## config.mk

```make
export PLATFORM = sky130hd
export DESIGN_NAME = instruction_loader
export DESIGN_NICKNAME = d
export VERILOG_FILES = /design/src/rtl/instruction_loader.sv
export SDC_FILE = /design/constraint.sdc
export NUM_CORES = 1
export LEC_CHECK = 0
export CORE_MARGIN = 1.5
export CORE_UTILIZATION = 40
export CTS_CLUSTER_DIAMETER = 80
export CTS_CLUSTER_SIZE = 30
export DETAILED_ROUTE_END_ITERATION = 16
export PLACE_DENSITY = 0.77
export SYNTH_ARGS = -nofsm -noshare
export SYNTH_HDL_FRONTEND = slang
export SYNTH_SLANG_ARGS = --single-unit
```

## constraint.sdc

```tcl
create_clock -name clk -period 1.8 [get_ports clk]
set_input_delay 0.36 -clock clk [delete_from_list [all_inputs] [get_ports clk]]
set_output_delay 0.36 -clock clk [all_outputs]
set_load 0.01 [all_outputs]
```

## src/rtl/instruction_loader.sv

```systemverilog
// Instruction loader: packs streamed field tuples into 32-bit IR words
// and writes legal ones into consecutive instruction-memory locations.
module instruction_loader #(
    parameter int          ADDR_W    = 8,
    parameter int unsigned BASE_ADDR = 0
) (
    input  logic              clk,
    input  logic              rst,
    input  logic              start,
    input  logic              in_valid,
    output logic              in_ready,
    input  logic [6:0]        in_opcode,
    input  logic [4:0]        in_da,
    input  logic [4:0]        in_aa,
    input  logic [14:0]       in_low,
    input  logic              in_last,
    output logic              imem_we,
    output logic [ADDR_W-1:0] imem_addr,
    output logic [31:0]       imem_wdata,
    output logic              busy,
    output logic              done,
    output logic              err,
    output logic [ADDR_W:0]   count
);

    typedef enum logic [2:0] {
        S_IDLE,
        S_ACCEPT,
        S_WRITE,
        S_DONE,
        S_ERROR
    } state_t;

    localparam logic [ADDR_W-1:0] BASE = ADDR_W'(BASE_ADDR);
    localparam logic [ADDR_W-1:0] TOP  = '1;

    state_t state;
    logic   last_q;

    function automatic logic legal_op(input logic [6:0] op);
        case (op)
            7'b0000000, 7'b0000010, 7'b0000101, 7'b1100101,
            7'b0001000, 7'b0001010, 7'b0001100, 7'b0000001,
            7'b0100001, 7'b0100010, 7'b0100101, 7'b0101110,
            7'b0101000, 7'b0101010, 7'b0101100, 7'b1100010,
            7'b1000000, 7'b0110000, 7'b0110001, 7'b1100001,
            7'b0100000, 7'b1100000, 7'b1000100, 7'b0000111:
                legal_op = 1'b1;
            default:
                legal_op = 1'b0;
        endcase
    endfunction

    assign in_ready = (state == S_ACCEPT);
    assign busy     = (state == S_ACCEPT) || (state == S_WRITE);

    always_ff @(posedge clk or posedge rst) begin
        if (rst) begin
            state      <= S_IDLE;
            imem_we    <= 1'b0;
            imem_addr  <= BASE;
            imem_wdata <= '0;
            done       <= 1'b0;
            err        <= 1'b0;
            count      <= '0;
            last_q     <= 1'b0;
        end else begin
            case (state)
                S_IDLE, S_DONE, S_ERROR: begin
                    if (start) begin
                        imem_addr <= BASE;
                        count     <= '0;
                        err       <= 1'b0;
                        done      <= 1'b0;
                        state     <= S_ACCEPT;
                    end
                end
                S_ACCEPT: begin
                    if (in_valid) begin
                        if (legal_op(in_opcode)) begin
                            imem_we    <= 1'b1;
                            imem_wdata <= {in_opcode, in_da, in_aa, in_low};
                            last_q     <= in_last;
                            state      <= S_WRITE;
                        end else begin
                            err   <= 1'b1;
                            state <= S_ERROR;
                        end
                    end
                end
                S_WRITE: begin
                    imem_we   <= 1'b0;
                    imem_addr <= imem_addr + ADDR_W'(1);
                    count     <= count + (ADDR_W + 1)'(1);
                    if (last_q) begin
                        done  <= 1'b1;
                        state <= S_DONE;
                    end else if (imem_addr == TOP) begin
                        // memory full: stop rather than wrap
                        err   <= 1'b1;
                        state <= S_ERROR;
                    end else begin
                        state <= S_ACCEPT;
                    end
                end
                default: state <= S_IDLE;
            endcase
        end
    end

endmodule

```

=== Yosys cells after proc, flatten, opt, wreduce, memory -nomap -nowiden ===
Index checks and enable logic that the tools add are counted.
Widths: inputs -> output; s select.

* Bits in registers: 56
* Input bits: 37

* Equality and inequality tests: 35
* Muxes and demuxes: 24
* Reductions and logical operators: 14
* Add/subtract/negate cells: 2

{| class="wikitable"
|+ Operator list
! operator !! count
|-
| $eq 7x6->1 const B || 10
|-
| $eq 7x7->1 const B || 6
|-
| $reduce_or 24->1 || 1
|-
| $eq 7x4->1 const B || 3
|-
| $pmux 9 s2 || 1
|-
| $pmux 8 s2 || 1
|-
| $mux 3 || 5
|-
| $eq 7x3->1 const B || 2
|-
| $mux 1 || 11
|-
| $ne 2x2->1 const B || 5
|-
| $add 9x1->9 const B || 1
|-
| $mux 9 || 1
|-
| $pmux 3 s3 || 1
|-
| $reduce_and 3->1 || 3
|-
| $add 8x1->8 const B || 1
|-
| $eq 8x8->1 const B || 1
|-
| $mux 8 || 1
|-
| $eq 7x1->1 const B || 1
|-
| $eq 7x2->1 const B || 1
|-
| $logic_not 7->1 || 1
|-
| $eq 3x2->1 const B || 2
|-
| $reduce_and 6->1 || 1
|-
| $ne 2x1->1 const B || 2
|-
| $pmux 1 s2 || 2
|-
| 9 further kinds || 11
|}

=== Depth between registers and ports, before layout ===
Gate-level depths: netlist of the first run.

* Depth in word-level cells: 8
* Depth in mapped cells: 7
* Depth with buffers taken out: 6

=== Worst setup path after synthesis of the first run ===
OpenSTA, ideal clock, no wires.

* Path type: register -> register
* Start point: register state[2]
* End point: register imem_wdata[0]
* Arrival time: 1870 ps
* Required time: 1675 ps
* Buffers on the path: 2
* Stages on the path, launching flop included: 7
* Clock period less this slack: 1995 ps
* Library setup time: 125 ps
* Setup slack: -195 ps
* Cell sequence: dfrtp_1 clkbuf_1 nor3b_2 nand2_1 nor3_4 buf_6 mux2_2

* Cells in the longest elaborated chain, start to end: 2

{| class="wikitable"
|+ Ends and longest elaborated chain
! item !! line !! source
|-
| start: declaration || 37 || <nowiki>state_t state;</nowiki>
|-
| start signal: assignment || 59 || <nowiki>state <= S_IDLE;</nowiki>
|-
| start signal: assignment || 75 || <nowiki>state <= S_ACCEPT;</nowiki>
|-
| start signal: assignment || 84 || <nowiki>state <= S_WRITE;</nowiki>
|-
| $eq 3x1->1 || -- ||
|-
| via in_ready || 11 || <nowiki>output logic in_ready,</nowiki>
|-
| $reduce_and 3->1 (no source line) || -- ||
|-
| end signal: assignment || 82 || <nowiki>imem_wdata <= {in_opcode, in_da, in_aa, in_low};</nowiki>
|-
| end: declaration || 19 || <nowiki>output logic [31:0] imem_wdata,</nowiki>
|}

The timed path passes the listed nets, and every way through them passes these cells.
A chain may end at the register's enable or synchronous reset.

=== Worst setup path after layout of the first run ===
* Start point: input port in_opcode[4]
* End point: register imem_wdata[29]

* Cells in the longest elaborated chain, start to end: 6

{| class="wikitable"
|+ Ends and longest elaborated chain
! item !! line !! source
|-
| start: declaration || 12 || <nowiki>input logic [6:0] in_opcode,</nowiki>
|-
| $eq 7x2->1, or another cell as far along || 41 || <nowiki>case (op)</nowiki>
|-
| $reduce_or 24->1 || 41 ||
|-
| $mux 1 || 41 ||
|-
| $mux 1 || 79 || <nowiki>if (in_valid) begin</nowiki>
|-
| $mux 1 || 68 || <nowiki>case (state)</nowiki>
|-
| $reduce_and 3->1 (no source line) || -- ||
|}

Several ways; a longest one is shown, not always the timed one. The select of a mux whose other input is x is not followed.

==> results of run 1 <==
-- flip-flops by register name, summed over array words and instances, names as in the netlist --
register / flops
count: 9
done: 1
err: 1
imem_addr: 8
imem_wdata: 32
imem_we: 1
last_q: 1
state: 3
-- power by group through the flow --
stage               Combinational (mW)  Sequential [mW]  Clock (mW)
floorplan                        0.742             2.15           0
global placement                  2.07             1.99           0
detailed placement                2.10             2.00           0
CTS                               2.31             1.99       0.734
global route                      2.52             2.07       0.781
finish                            2.36             2.01       0.708
-- cell usage in the layout (no fill, tap or decap), drive strengths merged, types with 3 or more instances in the layout --
cell type,count
inv,6
nand2,18
clkbuf,7
o21ai,19
nor3b,3
clkdlybuf4s50,81
buf,36
nand3,11
o211ai,4
nor2,10
dlygate4sd2,6
nand2b,5
o31ai,5
and3,3
mux2,33
dfrtp,56
-- worst paths after layout --
check                                     start                    endpoint  slack (ns)
hold reg to reg                 err$_DFFE_PP0P_             err$_DFFE_PP0P_        0.49
hold / removal                              rst        count[0]$_DFFE_PP0P_        0.34
min in group clk                   in_opcode[3]  imem_wdata[28]$_DFFE_PP0P_        0.38
setup reg to reg           state[1]$_DFFE_PP0P_  imem_wdata[29]$_DFFE_PP0P_       -0.04
max in group asynchronous                   rst        state[0]$_DFFE_PP0P_        0.99
setup / recovery                   in_opcode[4]  imem_wdata[29]$_DFFE_PP0P_       -0.05
-- what timing repair did --
item / in CTS / in global routing
hold buffers: 0 / 0
endpoints found under the setup margin: 38 / 34
gates cloned: 3 / 0
setup buffers: 10 / 4
gates resized for setup: 34 / 15
pin swaps: 2 / 6
-- area by class of cell --
class                           count  area (um^2)
Clock buffer                        5        68.82
Clock inverter                      3        25.02
Fill cell                         459         1963
Inverter                            4        15.01
Multi-Input combinational cell    138         1131
Sequential cell                    56         1404
Tap cell                           75        93.84
Timing Repair Buffer              125         1255
-- per-layer routing --
metal | track usage (%) | wire (um) | vias up
met1 | 26.25 | 2688 | 1006
li1 | - | - | 996
met4 | 6.102 | 148 | 0
met5 | 0 | 0 | -
met3 | 3.667 | 246 | 11
met2 | 32.46 | 3300 | 50
-- logic make-up (layout without fill, tap and decap cells) --
family | after synthesis | after routing | synth area share, %
flops | 56 | 56 | 56.39
simple gates | 58 | 58 | 12.79
xor+xnor | 4 | 4 | 1.410
buf+inv | 13 | 137 | 2.870
fa+ha+maj | 2 | 2 | 1.007
compound gates | 41 | 41 | 10.57
mux | 33 | 33 | 14.95
==> impl_metrics.toml, run 1 <==
[synth]
synth_warnings = 0
synth_common_cells = "56 x dfrtp_1, 32 x mux2_2, 19 x o21ai_0"
syn-cell-area_um2 = 2485
synth_enable_flop_cells = 0
ys_seq_area_share_pct = 56.39
async_flop_share_pct = 100.0
synthTopCellsByArea = "dfrtp_1 56%, mux2_2 15%, o21ai_0 3.8%"
syn_inst = 207
ys_ff_latch = 56
synth_top_cell_by_area = "dfrtp_1"
ys.flop_type = "dfrtp_1"
synth_top_area_share_pct = 56.39
syn_nets = 246
synth_area_per_cell_um2 = 12.00
synth_cell_types = 37
yosysMostFrequentCell = "dfrtp_1"

[power_and_ir_drop]
power_frac_clock_pct = 13.9
swShare_pct = 31.07
p_int_mw = 3.501
p_sw_mw = 1.578
p_seq_share_pct = 39.5
ir_worst_vdd_v = 0.0007410
p_per_area_nw_per_um2 = 1272
combPwrFrac_pct = 46.5
total_power_mw = 5.079
p_leak_nw = 1.741

[setup_path]
path_cells = "dlygate4sd2_1 > o311a_1 > nor3_4 > buf_6 > buf_12 > buf_16 > mux2_4"
cp_slowest_cell = "o311a_1"
crit_required_ns = 2.00
ff2ff_path_depth = 8
path_max_fanout = 7
end_kind = "register"
critical_path_class = "in2reg"
critPathBufInv = 4
crit_cells = 7
worstPathArrival_ns = 2.05
worstSetupStartpointType = "input port"
crit_family = "buffers and inverters"
max_stage_delay_ns = 0.43

[sta]
post-route-min-period_ns = 1.845
worst_slack_ns = -0.04533
fin_crit_sh_pct = 102.5
hold_viol_final = 0
final_max_slew_viol_count = 0
tightest_slew_ns = 0.3568
fin_worst_skew_ns = 0.01555
finalSetupViolations = 13
hold_slack_ns = 0.3351
fmax_ghz = 0.5419
rsz0062_at_grt = "true"
finalSetupTns_ns = -0.3939
maxSlewHeadroom_pct = 76.18

[place]
dp_slack_ns = -0.5720
io_buffer_count = 90
dpl-instance-area_um2 = 3623
numPlacedInstances = 383
routabilityCongestion = 0.7694
dpl.hpwl_um = 4259

[clock_tree]
cts_buffers = 5
clock_latency_ns = 0.31
clockRootBuffer = "clkbuf_8"
cts_max_level = 2
clk_pin_slew_worst_paths_ns = 0.10
cts_tree = "built"
cts_sinks = 56
ctsLongestPathBuffers = 2

[routing]
wl_per_cell_um = 15.72
postRouteAntennaNets = 0
viasPerCell = 5.081
drt_iter0_drc = 77
drc = 0
dr.pass1.iters = 4
route.vias.total = 2063
finalWirelength_um = 6383

[final_layout]
fin_util_pct = 67.04
drive_gt1_share_pct = 28.70
nets = 369
syn_to_final_growth_pct = 60.67
antenna_cells = 0
final_cell_count_no_fill = 406
stdcell_area_um2 = 3993

[global_routing]
grt_overflow = 0
grt_max_degree = 25
grt_usage_pct = 19.68
grt_pass1_vias = 1989
grt_pass1_wl_um = 9998
grt_antenna_before_repair = 0

[die]
dieHeight_um = 81.82
dieArea_um2 = 6694
rows = 28
initial_core_util_pct = 41.72
core_area_um2 = 5956
die_w_um = 81.82
top_level_ports = 91

[status]
violations = "setup timing"
status = "complete, but fails checks"

[min_path]
hold_path_class = "in2async"

[job]
max_cap_violations = 0
(Power assumes the default switching activity.)
==> run 2, diff against run 1 <==
Settings changed: ABC_CLOCK_PERIOD_IN_PS from default to 1800, RECOVER_POWER from default to 50.
==> impl_metrics.toml, run 2 (same netlist as run 1, synthesis figures left out) <==
[status]
status = "complete, but fails checks"
violations = "setup timing"

[power_and_ir_drop]
p_seq_share_pct = 39.6
p_sw_mw = 1.576
ir_worst_vdd_v = 0.0007477
swShare_pct = 31.09
p_int_mw = 3.493
combPwrFrac_pct = 46.4
total_power_mw = 5.069
power_frac_clock_pct = 14.0
p_per_area_nw_per_um2 = 1279
p_leak_nw = 1.732

[global_routing]
grt_antenna_before_repair = 0
grt_usage_pct = 19.68
grt_pass1_wl_um = 9998
grt_max_degree = 25
grt_pass1_vias = 1989
grt_overflow = 0

[clock_tree]
clk_pin_slew_worst_paths_ns = 0.10
ctsLongestPathBuffers = 2
cts_max_level = 2
cts_sinks = 56
clockRootBuffer = "clkbuf_8"
cts_hold_buf = 0
clock_latency_ns = 0.31
cts_tree = "built"
cts_buffers = 5

[setup_path]
worstPathArrival_ns = 2.04
path_max_fanout = 7
worstSetupStartpointType = "input port"
r2r_setup_slack_ns = -0.04
max_stage_delay_ns = 0.43
end_kind = "register"
critical_path_class = "in2reg"
path_cells = "dlygate4sd2_1 > o311a_1 > nor3_4 > buf_6 > buf_12 > buf_16 > mux2_4"
crit_family = "buffers and inverters"
critPathBufInv = 4
crit_required_ns = 2.00
cp_slowest_cell = "o311a_1"

[routing]
drc = 0
viasPerCell = 5.101
finalWirelength_um = 6402
dr.pass1.iters = 4
route.vias.total = 2071
drt_iter0_drc = 80
postRouteAntennaNets = 0
wl_per_cell_um = 15.77

[final_layout]
multi_input_area_um2 = 1131
mostFrequentLayoutCells = "80 x clkdlybuf4s50_1, 54 x dfrtp_1, 25 x buf_4"
syn_to_final_growth_pct = 59.47
nets = 369
regMostFlops = "imem_wdata"
final_common_cell = "clkdlybuf4s50_1"
largest_reg_flops = 32
antenna_cells = 0
reg_top3 = "imem_wdata x32, count x9, imem_addr x8"
final_cell_count_no_fill = 406
final-seq-area_um2 = 1404
drive_gt1_share_pct = 28.40
fillers = 463

[die]
dieHeight_um = 81.82
rows = 28
die_w_um = 81.82
top_level_ports = 91
initial_core_util_pct = 41.72
core_area_um2 = 5956
dieArea_um2 = 6694

[place]
io_buffer_count = 90
dpl.hpwl_um = 4259
routabilityCongestion = 0.7694
dp_slack_ns = -0.5720
numPlacedInstances = 383

[sta]
final_max_slew_viol_count = 0
finalSetupViolations = 13
worst_slack_ns = -0.04334
fmax_ghz = 0.5425
maxSlewHeadroom_pct = 58.65
tightest_slew_ns = 0.6202
finalSetupTns_ns = -0.3726
hold_viol_final = 0
rsz0062_at_grt = "true"
hold_slack_ns = 0.3799
fin_crit_sh_pct = 102.4
fin_worst_skew_ns = 0.01475
post-route-min-period_ns = 1.843

[job]
max_cap_violations = 0

[min_path]
hold_path_class = "in2reg"
run 2: cell type report:
| type | instances | area share [%] |
|---|---|---|
| Inverter | 4 | 0.3789 |
| Multi-Input combinational cell | 138 | 28.54 |
| Tap cell | 75 | 2.368 |
| Timing Repair Buffer | 125 | 30.91 |
| Clock inverter | 3 | 0.6315 |
| Sequential cell | 56 | 35.43 |
| Clock buffer | 5 | 1.737 |
run 2: metal layers:
layer	track usage, %	vias up	wire [um]
li1	-	996	-
met1	26.25	1014	2710
met2	32.46	50	3298
met3	3.667	11	245
met4	6.102	0	148
met5	0	-	0
run 2: worst paths after layout:
kind / start / cells after the start / endpoint
max reg2reg: state[1]$_DFFE_PP0P_ / 8 / imem_wdata[29]$_DFFE_PP0P_
max in group asynchronous: rst / 3 / state[0]$_DFFE_PP0P_
min: in_opcode[3] / 2 / imem_wdata[28]$_DFFE_PP0P_
min in group asynchronous: rst / 2 / imem_wdata[24]$_DFFE_PP0P_
min reg2reg: err$_DFFE_PP0P_ / 2 / err$_DFFE_PP0P_
max: in_opcode[4] / 7 / imem_wdata[29]$_DFFE_PP0P_
run 2: power by group through the flow:
stage / Clock [mW] / Sequential [mW] / Combinational [mW]
after floorplan: 0 / 2.15 / 0.742
after global placement: 0 / 1.99 / 2.07
after detailed placement: 0 / 2.00 / 2.10
after CTS: 0.734 / 1.99 / 2.31
after global routing: 0.781 / 2.07 / 2.52
final: 0.707 / 2.01 / 2.35
run 2: repair_timing:
| action | 4_1_cts | 5_1_grt |
|---|---|---|
| cloned | 3 | 0 |
| buffers inserted | 10 | 4 |
| pin swaps | 2 | 6 |
| gates resized for setup | 34 | 15 |
| endpoints found under the setup margin | 38 | 34 |
run 2: worst reg2reg max path: cells and delay by family (launching register included):
kind | cells | cell delay, ns
buf+inv | 4 | 0.55
simple gates | 3 | 0.43
flops | 1 | 0.45
mux | 1 | 0.30
run 2: metrics by stage:
stage	util, %	cell area (um^2)
after floorplan	-	2507
after global placement	60.84	3623
after detailed placement	60.84	3623
after CTS	66.55	3964
after global routing	66.53	3963
final	66.53	3963
